<file path="config.mk">
export PLATFORM = sky130hd
export DESIGN_NAME = ctrl_unit
export DESIGN_NICKNAME = d
export VERILOG_FILES = /design/src/rtl/ctrl_unit_pkg.sv /design/src/rtl/regfile4x8.sv /design/src/rtl/ctrl_unit.sv
export SDC_FILE = /design/constraint.sdc
export NUM_CORES = 1
export LEC_CHECK = 0
export CAP_MARGIN = 20
export CORE_UTILIZATION = 45
export DETAILED_ROUTE_END_ITERATION = 10
export GPL_ROUTABILITY_DRIVEN = 0
export PLACE_DENSITY = 0.69
export SLEW_MARGIN = 40
export SYNTH_ARGS = -nofsm -noshare
export SYNTH_HDL_FRONTEND = slang
export SYNTH_HIERARCHICAL = 1
export SYNTH_SLANG_ARGS = --single-unit
</file>
<file path="constraint.sdc">
create_clock -name clk -period 3.1 [get_ports clk]
set_input_delay 0.62 -clock clk [delete_from_list [all_inputs] [get_ports clk]]
set_output_delay 0.62 -clock clk [all_outputs]
set_load 0.02 [all_outputs]
</file>
<file path="src/rtl/ctrl_unit_pkg.sv">
// Shared definitions for the ctrl_unit core: datapath widths, opcode set,
// instruction word layout and the small decode helpers used by the FSM.
package ctrl_unit_pkg;

    localparam int XLEN = 8;
    localparam int ILEN = 16;
    localparam int NREGS = 4;

    typedef enum logic [3:0] {
        OP_AND   = 4'd0,
        OP_OR    = 4'd1,
        OP_ADD   = 4'd2,
        OP_SUB   = 4'd3,
        OP_INC   = 4'd4,
        OP_DEC   = 4'd5,
        OP_COMP  = 4'd6,
        OP_CHECK = 4'd7,
        OP_LOAD  = 4'd8,
        OP_STORE = 4'd9,
        OP_LI    = 4'd10,
        OP_R_90  = 4'd11,
        OP_R_180 = 4'd12,
        OP_JZ    = 4'd13,
        OP_JMP   = 4'd14,
        OP_HALT  = 4'd15
    } opcode_t;

    // Instruction word: [15:12] op, [11:10] rd, [9:8] rs, [7:0] imm
    typedef struct packed {
        opcode_t    op;
        logic [1:0] rd;
        logic [1:0] rs;
        logic [7:0] imm;
    } instr_t;

    // Instructions that spend an extra cycle in MEM
    function automatic logic is_mem_op(input opcode_t op);
        return (op == OP_LOAD) || (op == OP_STORE);
    endfunction

    // Instructions whose ALU result is written back into R[rd]
    function automatic logic writes_reg(input opcode_t op);
        case (op)
            OP_AND, OP_OR, OP_ADD, OP_SUB, OP_INC, OP_DEC,
            OP_LI, OP_LOAD, OP_R_90, OP_R_180: return 1'b1;
            default:                           return 1'b0;
        endcase
    endfunction

    // Instructions that capture the ALU zero flag into zflag
    function automatic logic writes_flag(input opcode_t op);
        return (op == OP_COMP) || (op == OP_CHECK);
    endfunction

    // True when the instruction redirects the pc to its immediate
    function automatic logic takes_branch(input opcode_t op, input logic zflag);
        return (op == OP_JMP) || ((op == OP_JZ) && zflag);
    endfunction

endpackage

</file>
<file path="src/rtl/regfile4x8.sv">
// Four-entry, 8-bit register file: two asynchronous read ports and one
// synchronous write port, cleared by the synchronous reset.
module regfile4x8
    import ctrl_unit_pkg::*;
(
    input  logic            clk,
    input  logic            rst,
    input  logic [1:0]      raddr0,
    output logic [XLEN-1:0] rdata0,
    input  logic [1:0]      raddr1,
    output logic [XLEN-1:0] rdata1,
    input  logic            we,
    input  logic [1:0]      waddr,
    input  logic [XLEN-1:0] wdata
);

    logic [XLEN-1:0] regs [NREGS];

    // Register storage: cleared on reset, otherwise one write per cycle when enabled
    always_ff @(posedge clk) begin
        if (rst) begin
            for (int i = 0; i < NREGS; i++) begin
                regs[i] <= '0;
            end
        end else if (we) begin
            regs[waddr] <= wdata;
        end
    end

    assign rdata0 = regs[raddr0];
    assign rdata1 = regs[raddr1];

endmodule

</file>
<file path="src/rtl/ctrl_unit.sv">
// Multi-cycle control unit: fetches 16-bit instructions, sequences them
// through FETCH/DECODE/EXEC/MEM/WB, drives an external ALU and data memory,
// and writes results back into a four-entry register file.
module ctrl_unit
    import ctrl_unit_pkg::*;
#(
    parameter int IMEM_AW = 8,
    parameter int DMEM_AW = 8
) (
    input  logic               clk,
    input  logic               rst,
    input  logic               run,
    output logic [IMEM_AW-1:0] imem_addr,
    input  logic [ILEN-1:0]    imem_data,
    output logic [DMEM_AW-1:0] dmem_addr,
    output logic [XLEN-1:0]    dmem_wdata,
    output logic               dmem_we,
    input  logic [XLEN-1:0]    dmem_rdata,
    output logic [3:0]         alu_op,
    output logic [XLEN-1:0]    alu_in0,
    output logic [XLEN-1:0]    alu_in1,
    input  logic [XLEN-1:0]    alu_out,
    input  logic               alu_zf,
    output logic               halted,
    output logic               busy
);

    typedef enum logic [2:0] {
        S_IDLE   = 3'd0,
        S_FETCH  = 3'd1,
        S_DECODE = 3'd2,
        S_EXEC   = 3'd3,
        S_MEM    = 3'd4,
        S_WB     = 3'd5,
        S_HALT   = 3'd6
    } state_t;

    state_t             state;
    logic [IMEM_AW-1:0] pc;
    logic [IMEM_AW-1:0] pc_next;
    instr_t             ir;
    instr_t             fetched;
    instr_t             cur;
    logic               zflag;
    logic               we_q;
    logic [XLEN-1:0]    rd_val;
    logic [XLEN-1:0]    rs_val;
    logic [XLEN-1:0]    op_in0;
    logic [XLEN-1:0]    op_in1;
    logic               rf_we;

    assign imem_addr = pc;
    assign fetched   = instr_t'(imem_data);

    // In DECODE the operands are read straight from the incoming word so the
    // ALU inputs are already registered and stable when EXEC begins.
    assign cur = (state == S_DECODE) ? fetched : ir;

    // The write strobe is masked by rst so a reset landing in MEM abandons the store
    assign dmem_we = we_q & ~rst;

    assign rf_we = (state == S_WB) && writes_reg(ir.op);

    regfile4x8 u_regfile (
        .clk    (clk),
        .rst    (rst),
        .raddr0 (cur.rd),
        .rdata0 (rd_val),
        .raddr1 (cur.rs),
        .rdata1 (rs_val),
        .we     (rf_we),
        .waddr  (ir.rd),
        .wdata  (alu_out)
    );

    // Operand selection for the ALU according to the opcode being decoded
    always_comb begin
        op_in0 = '0;
        op_in1 = '0;
        case (cur.op)
            OP_AND, OP_OR, OP_ADD, OP_SUB, OP_COMP: begin
                op_in0 = rd_val;
                op_in1 = rs_val;
            end
            OP_INC, OP_DEC: begin
                op_in0 = rd_val;
            end
            OP_CHECK: begin
                op_in0 = rd_val;
                op_in1 = cur.imm;
            end
            OP_LI: begin
                op_in0 = cur.imm;
            end
            OP_R_90, OP_R_180: begin
                op_in0 = cur.imm;
                op_in1 = rs_val;
            end
            default: begin
                op_in0 = '0;
                op_in1 = '0;
            end
        endcase
    end

    // Next pc at write-back: jump target or sequential successor (wraps naturally)
    always_comb begin
        pc_next = pc + IMEM_AW'(1);
        if (takes_branch(ir.op, zflag)) begin
            pc_next = IMEM_AW'(ir.imm);
        end
    end

    // Main sequencer with all externally visible control outputs registered
    always_ff @(posedge clk) begin
        if (rst) begin
            state      <= S_IDLE;
            pc         <= '0;
            ir         <= '0;
            zflag      <= 1'b0;
            we_q       <= 1'b0;
            dmem_addr  <= '0;
            dmem_wdata <= '0;
            alu_op     <= '0;
            alu_in0    <= '0;
            alu_in1    <= '0;
            halted     <= 1'b0;
            busy       <= 1'b0;
        end else begin
            we_q <= 1'b0;
            case (state)
                S_IDLE: begin
                    if (run) begin
                        pc    <= '0;
                        busy  <= 1'b1;
                        state <= S_FETCH;
                    end
                end
                S_FETCH: begin
                    state <= S_DECODE;
                end
                S_DECODE: begin
                    ir      <= fetched;
                    alu_op  <= fetched.op;
                    alu_in0 <= op_in0;
                    alu_in1 <= op_in1;
                    if (is_mem_op(fetched.op)) begin
                        dmem_addr <= DMEM_AW'(rs_val);
                    end
                    if (fetched.op == OP_STORE) begin
                        dmem_wdata <= rd_val;
                    end
                    state <= S_EXEC;
                end
                S_EXEC: begin
                    if (ir.op == OP_HALT) begin
                        busy   <= 1'b0;
                        halted <= 1'b1;
                        state  <= S_HALT;
                    end else if (is_mem_op(ir.op)) begin
                        we_q  <= (ir.op == OP_STORE);
                        state <= S_MEM;
                    end else begin
                        state <= S_WB;
                    end
                end
                S_MEM: begin
                    if (ir.op == OP_LOAD) begin
                        alu_in0 <= dmem_rdata;
                    end
                    state <= S_WB;
                end
                S_WB: begin
                    if (writes_flag(ir.op)) begin
                        zflag <= alu_zf;
                    end
                    pc    <= pc_next;
                    state <= S_FETCH;
                end
                S_HALT: begin
                    state <= S_HALT;
                end
                default: begin
                    state <= S_IDLE;
                end
            endcase
        end
    end

endmodule

</file>
== Word-level counts from Yosys, hierarchy flattened ==
Memory sizes are Yosys's and may differ from the RTL's. A register that Yosys moved wholly into a read port is not among the register bits.
Index checks and enable logic that the tools add are counted.
Word-level totals
  memories: 2
  bits in registers: 67
  memory bits (writable): 32
  ROM bits: 16
  bits in latches: 0
  output and inout port bits: 47
  input port bits: 36
Cells by class
  mux-type cells: 24
  $mul: 0
  $add $sub $neg: 1
  div/mod/pow operators: 0
  reduce and logical (&&, ||, !) cells: 23
  $lt $le $gt $ge: 0
  eq/ne operators: 28
  bitwise gates (word level): 4
  shift operators: 0
Memory list
  u_regfile.regs: words 4, bits a word 8, read ports 2, clocked after memory_dff 0, wr ports 4, RTL line regfile4x8.sv:17  | logic [XLEN-1:0] regs [NREGS];
  (name not given): words 16, bits a word 1, read ports 1, clocked after memory_dff 1, wr ports 0, RTL line ctrl_unit_pkg.sv:43  | case (op)
Operators with widths (number)
  $pmux W8 S2: 4
  $eq A4 B4 Y1 const B: 10
  $mux W8: 4
  $eq A4 B3 Y1 const B: 6
  $pmux W3 S7: 1
  $mux W16: 1
  $reduce_or A8 Y1: 2
  $reduce_and A2 Y1: 6
  $eq A3 B3 Y1 const B: 3
  $mux W1: 9
  $add A8 B1 Y8 const B: 1
  $eq A4 B2 Y1 const B: 2
  $reduce_or A7 Y1: 1
  $eq A3 B2 Y1 const B: 2
  $ne A2 B2 Y1 const B: 3
  $reduce_bool A2 Y1: 3
  $eq A4 B1 Y1 const B: 1
  $logic_not A4 Y1: 1
  $logic_or A1 B1 Y1: 4
  $mux W2: 2
  $mux W4: 1
  $reduce_or A4 Y1: 1
  $eq A3 B1 Y1 const B: 1
  $logic_not A3 Y1: 1
  other kinds (7): 10

== Longest topological paths before layout ==
  word-level depth: 7
  gate-level depth with buffers: 11

== Modules after synthesis ==
The synthesis kept the hierarchy.
By module, submodules not included
  ctrl_unit: area each 3221.8 µm², cells each 382, instances 1
  regfile4x8: area each 1654.1 µm², cells each 95, instances 1

== Worst setup path before layout ==
OpenSTA, ideal clock, no wires.
  path kind: reg2reg
  start: reg state[2]
  end: reg alu_in0[1]
  setup time: 0.117 ns
  data arrival time: 2.364 ns
  stages on the path, launching flop included: 11
  buffers on the path: 2
  period minus slack after synthesis: 2.481 ns
  slack: 0.619 ns
  data required time: 2.983 ns
  path through: dfxtp_1 and2b_1 nand2_1 clkbuf_1 nand2_1 nand2_1 buf_6 mux4_2 a21oi_1 o221ai_1 a22o_1
RTL lines
  from (decl): RTL line ctrl_unit.sv:38  | state_t state;
  from (signal assigned): RTL line ctrl_unit.sv:117  | state <= S_IDLE;
  from (signal assigned): RTL line ctrl_unit.sv:136  | state <= S_FETCH;
  from (signal assigned): RTL line ctrl_unit.sv:140  | state <= S_DECODE;
  to (signal assigned): RTL line ctrl_unit.sv:145  | alu_in0 <= op_in0;
  to (signal assigned): RTL line ctrl_unit.sv:169  | alu_in0 <= dmem_rdata;
  to (decl): RTL line ctrl_unit.sv:20  | output logic [XLEN-1:0] alu_in0,

==> run summary <==
Setup ws final = 0.2524 ns
Crit-path max FO = 13
Synth area leader = dfxtp_1
Final setup violation count = 0
Fmax = 351.2 MHz
TritonCTS clock tree = built
Pre-CTS setup slack = 0.2696 ns
Net Sw Frac = 29.76%
Outcome = completed
Final wirelength = 12.29 mm
Core area = 10,420 µm²
Slew @ Worst Pin = 0.7432 ns
Post-synth EDFFs = 32
Port Buf Inserts = 82
Worst path max stage delay = 0.63 ns
Routed WL per cell = 17.76 µm
Htree depth = 3
Hold Buf Count CTS = 0
Critical Path RT = 3.36 ns
Startpoint types = flip-flop
# diodes = 0
Clk Latency, worst-skew pair = 0.36 ns
Hold Vio Cnt, Final = 0
Sequential area share after synthesis = 47.63%
Final min period = 2.848 ns
Syn nets = 514
Largest net degree at the start of global routing = 41
Slowest stage cell, crit path = dfxtp_1
Via count = 3,946
Max-cap violations = 0
Leak Pwr = 2.184 nW
Clock sink total = 100
Detail Placement HPWL = 9.428 mm
Drt initial violations = 236
FP Rows = 37
Starting Density = 46.81%
Hold_ws = 0.4598 ns
Max VDD drop = 0.0002541 V
Vias in the first global route = 3,804
Post-Syn Instances = 477
I/O Pins = 83
Antenna violations before repair = 0
CTS Buf Count = 9
Clock transition at path regs = 0.10 ns
Drt drc = 0
TNS Setup = 0 ns
Yosys reg bits = 100
Final Max Slew Viols = 0
Total GRT Usage = 22.88%
CP arrival = 3.11 ns
Setup Crit Path Kind = reg2reg
Asr flop ratio synth = 0%
Combinational share of power = 23.1%
Post_cts resized = 0
Synth Area per Inst = 10.22 µm²
Most used cell, CP = nand2_1
Tcrit/Tclk final = 91.86%
Routed Antenna Nets = 0
Synthesis Warnings = 6
Grt ovf = 0
Flop pwr share = 49.1%
Routed vias/inst = 5.702
Die Area = 11,260 µm²
Drt first pass iters = 5
Syn-to-layout area delta = 22.99%
Root Driver = clkbuf_8
Crit path cell chain = inv_2, nand2_1, nand2_1, nand2_1, mux4_2, a21oi_1, o221ai_1, a22o_1
Worst clock skew = 0.009762 ns
Crit. End Element = flip-flop
Die Height = 106.1 µm
Synth Flop Type = dfxtp_1
Longest Clk Path Bufs = 2
P_int = 2.168 mW
Synth top area cells = dfxtp_1, edfxtp_1, mux4_2
PD cells = 514.6 nW/µm²
Slew HR = 50.35%
Final net count = 588
P_sw = 0.9184 mW
Mapped cell area = 4876 µm²
RSZ-0062 raised after global routing = no
Area fraction of the dominant cell type after synthesis = 27.92%
Hold crit path type = reg2reg
Die W = 106.1 µm
First-pass GRT wire length = 19.99 mm
Power share of the clock group = 27.8%
# Post-CTS Setup Buffers = 0
Library cells used by synthesis = 59
Share of cells above drive strength 1 = 10.61%
==> routing by layer <==
metal	part of all wire, %	up-vias	GRT usage (%)
met2	48	129	37.11
li1	-	1904	-
met3	5.2	18	4.660
met5	0	-	0
met1	45	1895	30.46
met4	2.0	0	7.837
==> critical path: cells and delay by family, from the launching register on <==
kind | cells | cell delay, ns
muxes | 1 | 0.60
AOI/OAI and AO/OA | 3 | 0.52
DFF | 1 | 0.63
buffers and inverters | 1 | 0.17
and+or+nand+nor | 3 | 0.80
==> through the flow <==
stage	instance area (µm²)	utilization [%]	instances	total power, mW
after floorplan	4876	-	477	2.006
after global placement	5788	55.57	676	2.234
after detailed placement	5788	55.57	676	2.252
after CTS	5992	57.53	692	3.102
after global routing	5997	57.57	692	3.226
final	5997	57.57	692	3.086
==> worst paths after layout <==
path	endpoint	slack, ns	start	cells after the start
worst min register to register	alu_op[2]	0.46	alu_op[2]	2
worst max register to register	alu_in0[5]	0.25	state[0]	8
worst max-delay path	alu_in0[5]	0.25	state[0]	8
worst min-delay path	alu_op[2]	0.46	alu_op[2]	2
==> kinds of logic after synthesis <==
| family | count (synthesis) | synth area share (%) |
|---|---|---|
| adder cells (fa/ha/maj) | 1 | 0.2566 |
| AND/OR/NAND/NOR | 197 | 21.53 |
| flip-flops | 100 | 47.63 |
| AO/OA/AOI/OAI | 103 | 14.11 |
| multiplexers | 43 | 12.98 |
| buffers and inverters | 33 | 3.490 |
==> flip-flops by register name, indices dropped and copies added, names as in the netlist, named ones only <==
signal          cells
state               3
dmem_wdata          8
imem_addr           8
u_regfile/regs     32
halted              1
alu_in0             8
we_q                1
dmem_addr           8
ir                 16
busy                1
alu_op              4
alu_in1             8
zflag               1
==> power groups by stage <==
stage | Sequential [mW] | Combinational (mW) | Clock [mW]
finish | 1.52 | 0.712 | 0.859
global route | 1.53 | 0.778 | 0.920
CTS | 1.51 | 0.710 | 0.878
floorplan | 1.54 | 0.461 | 0
global placement | 1.54 | 0.693 | 0
detailed placement | 1.54 | 0.708 | 0
==> cells in the final DEF (no fill, tap or decap), types with 2 or more instances in the layout <==
master           instances
mux2i_1                 25
nor4b_4                  2
nand3_1                  7
or4_1                    4
nor2_1                  48
a32oi_1                  3
a21oi_1                 43
nor3_1                  13
nor2_2                   2
clkdlybuf4s50_1         81
clkinv_2                 2
and4bb_1                 2
nand4_1                  9
clkbuf_8                 9
dfxtp_1                 68
clkbuf_1                 2
a31o_2                   2
edfxtp_1                32
o32ai_1                  8
o221ai_1                 5
a31oi_1                  6
nand2_1                 54
mux4_2                  16
nand2b_1                 5
inv_1                    3
mux2_2                   2
nor2b_1                  3
buf_4                   10
and2_1                  33
a22o_1                   7
a222oi_1                 3
a21o_1                   5
and2b_1                  2
o21ai_0                 11
==> final cells by class <==
class / count / area, µm²
fillers: 874 / 4419
multi-input cells: 344 / 2395
flip-flops and latches: 100 / 2322
repair buffers: 92 / 890.9
well taps: 136 / 170.2
clock buffers: 12 / 156.4
clock inverters: 4 / 47.55
inverters: 4 / 15.01
==> Yosys cell counts (2+ instances only) <==
master,n
a21o_1,5
a21oi_1,43
a222oi_1,3
a22o_1,7
a31o_2,2
a31oi_1,6
a32oi_1,3
and2_1,33
and2b_1,2
and4bb_1,2
buf_1,3
buf_2,7
buf_4,5
buf_6,2
clkbuf_1,9
clkbuf_2,3
dfxtp_1,68
edfxtp_1,32
inv_1,3
mux2_2,2
mux2i_1,25
mux4_2,16
nand2_1,54
nand2b_1,5
nand3_1,7
nand4_1,9
nor2_1,48
nor2_2,2
nor2b_1,3
nor3_1,14
nor4b_4,2
o21ai_0,11
o221ai_1,5
o32ai_1,8
or4_1,4
Power figures use the tool's default switching activity.
